<file path="config.mk">
export PLATFORM = sky130hd
export DESIGN_NAME = apb_master_bridge
export DESIGN_NICKNAME = d
export VERILOG_FILES = /design/src/rtl/apb_master_bridge.sv
export SDC_FILE = /design/constraint.sdc
export NUM_CORES = 1
export LEC_CHECK = 0
export CAP_MARGIN = 0
export CORE_ASPECT_RATIO = 2
export CORE_UTILIZATION = 40
export DETAILED_ROUTE_END_ITERATION = 7
export PLACE_DENSITY = 0.84
export RECOVER_POWER = 100
export SETUP_SLACK_MARGIN = 0.3
export SLEW_MARGIN = 30
export SYNTH_ARGS = -nofsm -noshare
export SYNTH_HDL_FRONTEND = slang
export SYNTH_SLANG_ARGS = --single-unit
</file>
<file path="constraint.sdc">
create_clock -name PCLK -period 4.3 [get_ports PCLK]
set_input_delay 0.86 -clock PCLK [delete_from_list [all_inputs] [get_ports PCLK]]
set_output_delay 0.86 -clock PCLK [all_outputs]
set_load 0.02 [all_outputs]
</file>
<file path="src/rtl/apb_master_bridge.sv">
// rtl/apb_master_bridge.sv - single-outstanding command/response to APB3 master bridge
module apb_master_bridge #(
    parameter int NUM_SLAVES     = 16,
    parameter int TIMEOUT_CYCLES = 256
) (
    input  logic        PCLK,
    input  logic        PRESET,
    input  logic        cmd_valid,
    output logic        cmd_ready,
    input  logic [31:0] cmd_addr,
    input  logic        cmd_write,
    input  logic [31:0] cmd_wdata,
    input  logic [3:0]  cmd_sel,
    output logic        rsp_valid,
    input  logic        rsp_ready,
    output logic [31:0] rsp_rdata,
    output logic        rsp_slverr,
    output logic        rsp_timeout,
    output logic [31:0] PADDR,
    output logic [15:0] PSEL,
    output logic        PENABLE,
    output logic        PWRITE,
    output logic [31:0] PWDATA,
    input  logic [31:0] PRDATA,
    input  logic        PREADY,
    input  logic        PSLVERR
);

    // Counter is wide enough to hold TIMEOUT_CYCLES; it aborts on the cycle
    // that would bring it to the limit, so ACCESS lasts TIMEOUT_CYCLES cycles.
    localparam int             CW       = (TIMEOUT_CYCLES > 0) ? $clog2(TIMEOUT_CYCLES + 1) : 1;
    localparam logic [CW-1:0]  CNT_LAST = CW'((TIMEOUT_CYCLES > 0) ? (TIMEOUT_CYCLES - 1) : 0);
    localparam logic [4:0]     NS       = 5'(NUM_SLAVES);
    localparam bit             TO_EN    = (TIMEOUT_CYCLES > 0);

    typedef enum logic [1:0] {
        ST_IDLE,
        ST_SETUP,
        ST_ACCESS
    } state_t;

    state_t         state_q, state_d;
    logic [CW-1:0]  cnt_q, cnt_d;
    logic [31:0]    paddr_q, paddr_d;
    logic           pwrite_q, pwrite_d;
    logic [31:0]    pwdata_q, pwdata_d;
    logic [15:0]    psel_q, psel_d;
    logic           penable_q, penable_d;
    logic           rsp_valid_q, rsp_valid_d;
    logic [31:0]    rsp_rdata_q, rsp_rdata_d;
    logic           rsp_slverr_q, rsp_slverr_d;
    logic           rsp_timeout_q, rsp_timeout_d;

    logic           accept;
    logic           sel_ok;
    logic           timeout_hit;

    assign cmd_ready   = (state_q == ST_IDLE) && (!rsp_valid_q || rsp_ready);
    assign accept      = cmd_valid && cmd_ready;
    assign sel_ok      = ({1'b0, cmd_sel} < NS);
    assign timeout_hit = TO_EN && !PREADY && (cnt_q == CNT_LAST);

    assign PADDR       = paddr_q;
    assign PWRITE      = pwrite_q;
    assign PWDATA      = pwdata_q;
    assign PSEL        = psel_q;
    assign PENABLE     = penable_q;
    assign rsp_valid   = rsp_valid_q;
    assign rsp_rdata   = rsp_rdata_q;
    assign rsp_slverr  = rsp_slverr_q;
    assign rsp_timeout = rsp_timeout_q;

    // Next-state and next-output computation for the transfer FSM and response slot
    always_comb begin
        state_d       = state_q;
        cnt_d         = cnt_q;
        paddr_d       = paddr_q;
        pwrite_d      = pwrite_q;
        pwdata_d      = pwdata_q;
        psel_d        = psel_q;
        penable_d     = penable_q;
        rsp_valid_d   = rsp_valid_q;
        rsp_rdata_d   = rsp_rdata_q;
        rsp_slverr_d  = rsp_slverr_q;
        rsp_timeout_d = rsp_timeout_q;

        // A consumed response frees the slot; a response loaded below wins.
        if (rsp_valid_q && rsp_ready) begin
            rsp_valid_d = 1'b0;
        end

        case (state_q)
            ST_IDLE: begin
                if (accept) begin
                    paddr_d  = cmd_addr;
                    pwrite_d = cmd_write;
                    pwdata_d = cmd_wdata;
                    if (sel_ok) begin
                        state_d = ST_SETUP;
                        psel_d  = 16'(1) << cmd_sel;
                        cnt_d   = '0;
                    end else begin
                        // Nonexistent slave: answer with an error, no bus cycle
                        rsp_valid_d   = 1'b1;
                        rsp_slverr_d  = 1'b1;
                        rsp_timeout_d = 1'b0;
                        rsp_rdata_d   = '0;
                    end
                end
            end
            ST_SETUP: begin
                penable_d = 1'b1;
                state_d   = ST_ACCESS;
            end
            ST_ACCESS: begin
                if (PREADY) begin
                    // Completion takes priority over a timeout on the same cycle
                    state_d       = ST_IDLE;
                    psel_d        = '0;
                    penable_d     = 1'b0;
                    rsp_valid_d   = 1'b1;
                    rsp_slverr_d  = PSLVERR;
                    rsp_timeout_d = 1'b0;
                    rsp_rdata_d   = pwrite_q ? 32'h0 : PRDATA;
                end else if (timeout_hit) begin
                    state_d       = ST_IDLE;
                    psel_d        = '0;
                    penable_d     = 1'b0;
                    rsp_valid_d   = 1'b1;
                    rsp_slverr_d  = 1'b1;
                    rsp_timeout_d = 1'b1;
                    rsp_rdata_d   = '0;
                end else begin
                    cnt_d = cnt_q + 1'b1;
                end
            end
            default: begin
                state_d   = ST_IDLE;
                psel_d    = '0;
                penable_d = 1'b0;
            end
        endcase
    end

    // State and registered outputs; reset drops any transfer or response in flight
    always_ff @(posedge PCLK) begin
        if (PRESET) begin
            state_q       <= ST_IDLE;
            cnt_q         <= '0;
            paddr_q       <= '0;
            pwrite_q      <= 1'b0;
            pwdata_q      <= '0;
            psel_q        <= '0;
            penable_q     <= 1'b0;
            rsp_valid_q   <= 1'b0;
            rsp_rdata_q   <= '0;
            rsp_slverr_q  <= 1'b0;
            rsp_timeout_q <= 1'b0;
        end else begin
            state_q       <= state_d;
            cnt_q         <= cnt_d;
            paddr_q       <= paddr_d;
            pwrite_q      <= pwrite_d;
            pwdata_q      <= pwdata_d;
            psel_q        <= psel_d;
            penable_q     <= penable_d;
            rsp_valid_q   <= rsp_valid_d;
            rsp_rdata_q   <= rsp_rdata_d;
            rsp_slverr_q  <= rsp_slverr_d;
            rsp_timeout_q <= rsp_timeout_d;
        end
    end

endmodule
</file>
After elaboration in Yosys (flattened, before gate mapping):

Cells that the tools add are included.

* reduce and logical (&&, ||, !) cells: 16
* muxes and demuxes: 25
* bitwise operators: 2
* shift-type cells: 1
* $add $sub $neg: 1
* equality and inequality tests: 7

Operators by type and width (number)
* 32-bit two-way mux: 3
* 16-bit two-way mux: 3
* 16-bit one-hot mux with 3 select lines: 1
* 9-bit two-way mux: 3
* 9-bit one-hot mux with 2 select lines: 1
* 1-bit by 4-bit left shift with 16-bit output (first input constant): 1
* 9-bit by 1-bit adder with 9-bit output (second input constant): 1
* 9-bit by 8-bit equality test with 1-bit output (second input constant): 1
* 1-bit two-way mux: 9
* 2-bit AND reduction: 4
* 2-bit two-way mux: 3
* 2-bit inequality test (second input constant): 3
* 2-bit one-hot mux with 3 select lines: 1
* 1-bit logical AND: 4
* 4-bit AND reduction: 1
* 2-bit nonzero test: 2
* 3-bit inequality test (second input constant): 1
* 1-bit one-hot mux with 3 select lines: 1
* 3-bit AND reduction: 1
* 2-bit by 1-bit equality test with 1-bit output (second input constant): 1
* 2-bit equality test (second input constant): 1
* 1-bit zero test: 2
* 2-bit zero test: 1
* 1-bit inverter: 2
* 1-bit logical OR: 1

* input bits: 107
* register bits after elaboration: 128
* word-level logic and storage cells: 63
* output and inout bits: 118

Longest topological paths before layout:

Gate-level depths: netlist (run 1).

* depth in word-level cells: 6
* depth in mapped cells: 8

Worst setup path before layout (run 1):

No wires, ideal clock.

* path type: input -> output
* from: input port rsp_ready
* to: output port cmd_ready
* stages: 4
* buffers on the path: 2
* data arrival time: 1.637 ns
* required time: 3.440 ns
* slack: 1.803 ns
* cells stage by stage: nor2b_1 > clkbuf_1 > clkbuf_1 > nor2_1

* longest elaborated chain between the ends: 2

Ends and longest elaborated chain
* start: declaration: line 15 `input logic rsp_ready,`
* 1-bit logical OR: line 58 `assign cmd_ready = (state_q == ST_IDLE) && (!rsp_valid_q || rsp_ready);`
* 1-bit logical AND: line 58
* end: declaration: line 9 `output logic cmd_ready,`

No other way between the ends.

Worst setup path after layout (run 1):

* from: input port rsp_ready
* to: register psel_q[8] (netlist: PSEL[8])

* longest elaborated chain between the ends: 5

Ends and longest elaborated chain
* 1-bit logical OR: line 58
* 1-bit logical AND: line 58
* 1-bit logical AND: line 59 `assign accept = cmd_valid && cmd_ready;`
* 2-bit inequality test (no source line)
* 3-bit AND reduction (no source line)
* end signal: assignment: line 165 `psel_q <= psel_d;`
* end: declaration: line 47 `logic [15:0] psel_q, psel_d;`

No other way between the ends.
A chain may end at the register's enable or synchronous reset.

==> metrics, run 1 <==
outcome=finished with violations; failing checks=design-rule violations, max-capacitance violations, max-slew violations; TritonCTS buffer count=17; logic gate share of total power=14.5%; Area Growth Syn to Fin=53.19%; post-synthesis cell type count=42; HPWL Detailed=11.29 mm; flop and latch count out of synthesis=128; Max Slew Vio Count=71; drt drc=22; core area=13,070 sq um; vias in the first global route=5,380; average size of a mapped cell=8.648 sq um; htree depth=4; routed vias=5,525; Fmax=298.1 MHz; fin cells=965; setup TNS=0 ns; Yosys top cell area share=47.72%; Avg WL per Cell=17.87 um; # rows=59; DIE AREA=13,920 sq um; Final nets=910; number of diodes=0; Static Leak=3.261 nW; Synth Instances=621; Clock Skews=0.01329 ns; IO Count=225; most frequent cell after synthesis=dfxtp_1; global-route usage over all layers=24.74%; WP data required=4.62 ns; yosys warns=0; asr flop ratio synth=0%; post-synthesis sequential area ratio=47.72%; Final min period=3.355 ns; DR pass1 iterations=6; initial antenna violation count=0; crit-path max FO=30; routability-driven placement congestion ratio=0.8119; Root Driver=clkbuf_16; first-pass GRT wire length=27.55 mm; Iter 0 DRT Violations=358; switching part of the total=25.20%; Starting Density=41.10%; CTS Buffer Depth=2; relative slew slack=-7.548%; Cell Area, Synth=5370 sq um; port bufs=224; Setup-failing EPs final=0; Power Internal=0.002437 W; PwrDens=396.0 nW/um^2; Net Count, Synth=730; Clock Latency Late Sink=0.41 ns; Worst-path clk slew=0.06 ns; RSZ-0062 raised after global routing=false; CTS tree=yes; CTS Hold Bufs=0; top cells by count, synth=dfxtp_1 (128), a21oi_1 (107), nand4_1 (70); Flop pwr share=38.9%; Worst-Margin Slew=1.613 ns; Main synth FF type=dfxtp_1; Reg2Reg Setup Slack=1.59 ns; Final ANT Viol Nets=0; post-CTS resize count=0; Worst setup SP type=input port; share of cells above drive strength 1=6.642%; global route overflow=0; arrival time at the worst endpoint=3.67 ns; Die Width=83.93 um; Setup crit end kind=flip-flop; largest net degree at the start of global routing=71; final hold vios=0; Placed Cells=934; cell taking the most area after synthesis=dfxtp_1; Post-synth EDFFs=0; largest cells by area after synthesis=dfxtp_1 (48%), a21oi_1 (10%), o31ai_1 (9.5%); drt total wl=17.24 mm; CTS Sinks=128; setup fix buffers added after clock tree synthesis=0; fin crit share=78.02%; Hold Crit Class=flip-flop to flip-flop; number of vias per cell=5.725; Die Y=165.9 um; clock share of power=46.6%; max-cap violation count=1; critical path class=input port to flip-flop; maximum vdd drop=0.3355 mV; NetSw=0.0008209 W
## worst max-delay path, stage by stage
cell	delay [ns]
dlygate4sd3_1	0.59
nand2b_1	0.76
a31oi_2	0.40
clkbuf_1	0.77
mux2i_1	0.29
## power by group through the flow
| stage | Combinational (W) | Clock (W) | Sequential (W) |
|---|---|---|---|
| after floorplan | 0.000183 | 0 | 0.00135 |
| after global placement | 0.000486 | 0 | 0.00129 |
| after detailed placement | 0.000492 | 0 | 0.00129 |
| after CTS | 0.000494 | 0.00155 | 0.00127 |
| after global routing | 0.000505 | 0.00160 | 0.00127 |
| final | 0.000473 | 0.00152 | 0.00127 |
## through the flow
stage               setup slack, ns  total power (W)  utilization, %  hold WS [ns]  area, sq um
global route                 0.7700         0.003383           62.96        0.4841         8227
detailed placement            1.131         0.001786           58.31        0.4443         7619
floorplan                     1.803         0.001532               -        0.4506         5370
finish                       0.9450         0.003258           62.96        0.4516         8227
CTS                           1.110         0.003313           63.10        0.4602         8245
global placement              1.109         0.001777           58.29        0.4316         7616
## state kept, by name, summed over array words and instances, names as in the netlist
signal and cells:
rsp_slverr 1, PWRITE 1, PADDR 32, rsp_timeout 1, rsp_rdata 32, PENABLE 1
PWDATA 32, cnt_q 9, rsp_valid 1, state_q 2, PSEL 16
## final cells by class
cell class	count	area, sq um
fill	1145	4840
sequential	128	2562
multi-input combinational	411	2509
timing repair buffer	236	2312
clock buffer	18	439.2
tap	152	190.2
clock inverter	13	187.7
inverter	7	26.28
## logic make-up after synthesis
kind of cell             count (synthesis)  synth area share, %
AO/OA/AOI/OAI                          227                25.40
AND/OR/NAND/NOR                        166                17.31
flip-flops                             128                47.72
buffers and inverters                   82                6.104
multiplexers                            16                3.006
adder cells (fa/ha/maj)                  2               0.4659
## path summary, 6_finish.rpt
check	to	depth (start not counted)	startpoint
min reg2reg	rsp_slverr	2	rsp_slverr
max	PSEL[8]	5	rsp_ready
max reg2reg	PSEL[8]	8	cnt_q[0]
min	rsp_slverr	2	rsp_slverr
## layout by cell type (no fill, tap or decap), types with 3 or more instances in the layout
| cell | instances |
|---|---|
| o21ai_0 | 35 |
| a21oi_1 | 107 |
| dfxtp_1 | 128 |
| nor3_1 | 3 |
| clkinv_4 | 3 |
| inv_1 | 6 |
| a211oi_1 | 3 |
| mux2i_1 | 15 |
| nor4b_1 | 3 |
| nand4_1 | 70 |
| clkbuf_16 | 17 |
| nand3_1 | 3 |
| nor4_1 | 3 |
| buf_4 | 9 |
| clkdlybuf4s50_1 | 103 |
| clkinvlp_4 | 3 |
| o31ai_1 | 68 |
| nand2_1 | 47 |
| dlygate4sd3_1 | 119 |
| nor2_1 | 4 |
| nand2b_1 | 18 |
| bufinv_16 | 4 |
## metal layers
| metal | vias up | GRT usage (%) | part of all wire (%) |
|---|---|---|---|
| met1 | 2608 | 26.44 | 38 |
| met4 | 0 | 12.74 | 3.9 |
| met2 | 198 | 44.12 | 53 |
| met3 | 39 | 6.362 | 5.1 |
| met5 | - | 0 | 0 |
| li1 | 2680 | - | - |
Note: power is estimated with default switching activity, not from simulation.
==> inputs of run 2 (changes only) <==
==> constraint.sdc (replaced) <==
create_clock -name PCLK -period 3.39 [get_ports PCLK]
set_input_delay 0.678 -clock PCLK [delete_from_list [all_inputs] [get_ports PCLK]]
set_output_delay 0.678 -clock PCLK [all_outputs]
set_load 0.02 [all_outputs]
==> run 2 against run 1 <==
  * The run still ends with design-rule violations, max-capacitance violations, max-slew violations left
  * Register-to-register slack worse by 1.0 ns
  * Clock-buffer cell count unchanged
  * Routed wire length down 0.61%
  * Non-clock buffer count unchanged
  * Critical endpoint is now cmd_ready
==> metrics, run 2 (synthesis gave the netlist of run 1 again) <==
number of vias per cell=5.805; Setup crit end kind=output pin; routed vias=5,608; DIE AREA=13,920 sq um; Die Y=165.9 um; HPWL Detailed=11.04 mm; number of diodes=0; initial antenna violation count=0; Static Leak=3.267 nW; CTS Buffer Depth=2; DR pass1 iterations=7; CTS Hold Bufs=0; Avg WL per Cell=17.74 um; failing checks=design-rule violations, max-capacitance violations, max-slew violations; core area=13,070 sq um; TritonCTS buffer count=17; Clock Skews=0.008953 ns; largest net degree at the start of global routing=92; # rows=59; PwrDens=499.1 nW/um^2; Hold Crit Class=flip-flop to flip-flop; WP data required=2.71 ns; most common cell after layout, fill and taps aside=dfxtp_1; Final nets=910; vias in the first global route=5,637; most frequent cells in the layout=dfxtp_1 (128), dlygate4sd3_1 (118), a21oi_1 (107); IO Count=225; relative slew slack=-3.909%; post-route cell area=8224 sq um; Worst-path clk slew=0.06 ns; final hold vios=0; CTS Sinks=128; Setup-failing EPs final=0; global route overflow=0; fin crit share=86.10%; arrival time at the worst endpoint=2.24 ns; setup TNS=0 ns; drt drc=22; crit-path max FO=14; Post-DP Area=7619 sq um; Area Growth Syn to Fin=53.15%; share of cells above drive strength 1=6.880%; max-cap violation count=1; Final min period=2.919 ns; Clock Latency Late Sink=0.40 ns; Starting Density=41.10%; Root Driver=clkbuf_16; total power=0.004105 W; port bufs=224; Worst-Margin Slew=1.559 ns; post-CTS resize count=0; RSZ-0062 raised after global routing=false; htree depth=4; Worst setup SP type=flip-flop; first-pass GRT wire length=27.88 mm; outcome=finished with violations; maximum vdd drop=0.3722 mV; Iter 0 DRT Violations=369; global-route usage over all layers=24.51%; CTS tree=yes; drt total wl=17.14 mm; Max Slew Vio Count=71; Die Width=83.93 um; routability-driven placement congestion ratio=0.7938; setup fix buffers added after clock tree synthesis=0; critical path class=flip-flop to output pin; Final ANT Viol Nets=0; Fmax=342.6 MHz
-- run 2: final cells by class --
cell class / count / area (sq um)
fill: 1118 / 4842
sequential: 128 / 2562
multi-input combinational: 411 / 2511
timing repair buffer: 236 / 2315
clock buffer: 18 / 439.2
tap: 152 / 190.2
clock inverter: 14 / 180.2
inverter: 7 / 26.28
-- run 2: routing by layer --
layer | up-vias | wire (um) | global-route usage [%]
met2 | 211 | 9091 | 44.16
met1 | 2651 | 6393 | 26.21
met3 | 56 | 801 | 4.771
met5 | - | 0 | 0
li1 | 2690 | - | -
met4 | 0 | 850 | 13.94
-- run 2: metrics by stage --
stage,instances,util (%),hold slack (ns),worst slack [ns]
2_1_floorplan,621,-,0.4506,1.118
3_3_place_gp,934,58.29,0.4324,0.5429
3_5_place_dp,934,58.31,0.4376,0.5474
4_1_cts,966,63.05,0.4541,0.5103
5_1_grt,966,62.94,0.4795,0.3876
6_report,966,62.94,0.4474,0.4713
-- run 2: power by group --
part	switching (W)	total [W]	internal, W
Combinational	0.000328	0.000600	0.000272
Sequential	0.0000336	0.00160	0.00157
Clock	0.000710	0.00190	0.00119
Total	0.00107	0.00410	0.00303
-- run 2: worst paths after layout --
check                                start         end  slack, ns  cells past startpoint
worst max-delay path            state_q[0]   cmd_ready       0.47                      3
worst min-delay path            rsp_slverr  rsp_slverr       0.45                      2
worst max register to register  state_q[0]    cnt_q[0]       0.57                      4
worst min register to register  rsp_slverr  rsp_slverr       0.45                      2
-- run 2: critical path, stage by stage (launching register included) --
cell and delay (ns):
dfxtp_1 0.48, or2_2 0.39, nor2_1 0.24, dlygate4sd3_1 0.72
==> inputs of run 3 (changes only) <==
--- a/config.mk
+++ b/config.mk
@@ -11,7 +11,7 @@
 export DETAILED_ROUTE_END_ITERATION = 7
 export PLACE_DENSITY = 0.84
 export RECOVER_POWER = 100
-export SETUP_SLACK_MARGIN = 0.3
+export SETUP_SLACK_MARGIN = 0.15
 export SLEW_MARGIN = 30
 export SYNTH_ARGS = -nofsm -noshare
 export SYNTH_HDL_FRONTEND = slang
==> constraint.sdc (replaced) <==
create_clock -name PCLK -period 3.1 [get_ports PCLK]
set_input_delay 0.62 -clock PCLK [delete_from_list [all_inputs] [get_ports PCLK]]
set_output_delay 0.62 -clock PCLK [all_outputs]
set_load 0.02 [all_outputs]
==> run 3 against run 2 <==
  * The run ends with design-rule violations left
  * Cell count increased by 0.21%
  * Register-to-register slack worse by 0.12 ns
  * Critical path depth unchanged
  * Die area unchanged
  * Clock skew up 0.0021 ns
  * Power increased by 9.9%
  * Clock power up 10%
  * Final area rose by 0.38%
  * Routed wire length down 0.36%
  * Sequential power is 9% higher
==> metrics, run 3 (synthesis gave the netlist of run 1 again) <==
final hold vios=0; Hold Crit Depth=2; CTS Buffer Depth=2; CTS tree=yes; Place WS=0.4229 ns; fin worst setup slack=0.3444 ns; post-CTS resize count=0; DR pass1 iterations=8; Clock Skews=0.01101 ns; CTS Sinks=128; fin crit share=88.89%; Die Y=165.9 um; crit-path max cell delay=0.73 ns; Final ANT Viol Nets=0; maximum vdd drop=0.4051 mV; CTS Hold Bufs=0; Setup-failing EPs final=0; crit path cell chain=or2_2 -> nor2_1 -> dlygate4sd3_1; port bufs=224; Root Driver=clkbuf_16; number of diodes=0; global-route usage over all layers=24.45%; first-pass GRT wire length=27.59 mm; Worst setup SP type=flip-flop; setup TNS=0 ns; Die Width=83.93 um; Starting Density=41.10%; Area Growth Syn to Fin=53.73%; max-cap violation count=0; largest net degree at the start of global routing=74; filler cell count=1,107; FF-to-FF Start=cnt_q[0]; Endpoint, Worst Hold=rsp_slverr; TritonCTS buffer count=17; drt drc=22; IO Count=225; HPWL Detailed=11.10 mm; DIE AREA=13,920 sq um; Reg2Reg Setup Slack=0.45 ns; Clock Latency Late Sink=0.40 ns; Reg area=2562 sq um; drt total wl=17.07 mm; fin cells=968; reg2reg path depth=7; # rows=59; vias in the first global route=5,498; area of the multi-input gates=2511 sq um; CP max stage cell=dlygate4sd3_1; hold path start=rsp_slverr; htree depth=4; Setup crit end kind=output pin; Final nets=912; Avg WL per Cell=17.64 um; routability-driven placement congestion ratio=0.7929; Worst-Margin Slew=0.7833 ns; WP data required=2.48 ns; arrival time at the worst endpoint=2.14 ns; core area=13,070 sq um; number of vias per cell=5.736; routed vias=5,552; share of cells above drive strength 1=6.985%; Worst-path clk slew=0.06 ns; reg2reg end=cnt_q[7]; Iter 0 DRT Violations=441; Max Slew Vio Count=0; outcome=finished with violations; global route overflow=0; failing checks=design-rule violations; most common cell after layout, fill and taps aside=dfxtp_1; critical path class=flip-flop to output pin; PwrDens=546.3 nW/um^2; initial antenna violation count=0; Placed Cells=936; Fmax=362.9 MHz; Hold Crit Class=flip-flop to flip-flop; RSZ-0062 raised after global routing=false; crit-path max FO=14; relative slew slack=47.78%; Static Leak=3.285 nW; setup fix buffers added after clock tree synthesis=0; most frequent cells in the layout=dfxtp_1 (128), dlygate4sd3_1 (118), a21oi_1 (107); Final min period=2.756 ns
run 3: cell type report:
class	instances	area share, %
flip-flops and latches	128	31.04
multi-input cells	411	30.42
repair buffers	238	28.43
clock buffers	19	5.244
well taps	152	2.304
clock inverters	13	2.243
inverters	7	0.3183
run 3: stage by stage:
stage	hold slack [ns]	area (sq um)	util (%)	total power, W
2_1_floorplan	0.4506	5370	-	0.002125
3_3_place_gp	0.4317	7644	58.50	0.002470
3_5_place_dp	0.4362	7646	58.52	0.002478
4_1_cts	0.4527	8264	63.25	0.004574
5_1_grt	0.4838	8255	63.18	0.004675
6_report	0.4460	8255	63.18	0.004510
run 3: worst max path at each step:
| stage | startpoint | to | slack, ns |
|---|---|---|---|
| global placement | rsp_ready | cmd_ready | 0.40 |
| detailed placement | rsp_ready | cmd_ready | 0.42 |
| floorplan | cnt_q[0] | cnt_q[7] | 0.83 |
| CTS | state_q[0] | cmd_ready | 0.34 |
| global route | state_q[0] | cmd_ready | 0.24 |
| finish | state_q[0] | cmd_ready | 0.34 |
run 3: worst max-delay path, delay by kind of cell (launching register included):
family,cells,cell delay (ns)
buffers and inverters,1,0.73
AND/OR/NAND/NOR,2,0.53
flip-flops,1,0.48
run 3: where the power goes:
part | switching, W | internal, W
Clock | 0.000744 | 0.00135
Combinational | 0.000358 | 0.000303
Sequential | 0.0000375 | 0.00172
run 3: per-layer routing:
layer / vias to the layer above / part of all wire (%) / GRT usage (%) / routed length, um
met4: 0 / 3.6 / 11.17 / 614
met3: 39 / 4.0 / 5.070 / 683
met2: 193 / 53 / 43.80 / 9127
met5: - / 0 / 0 / 0
li1: 2684 / - / - / -
met1: 2636 / 39 / 27.32 / 6648
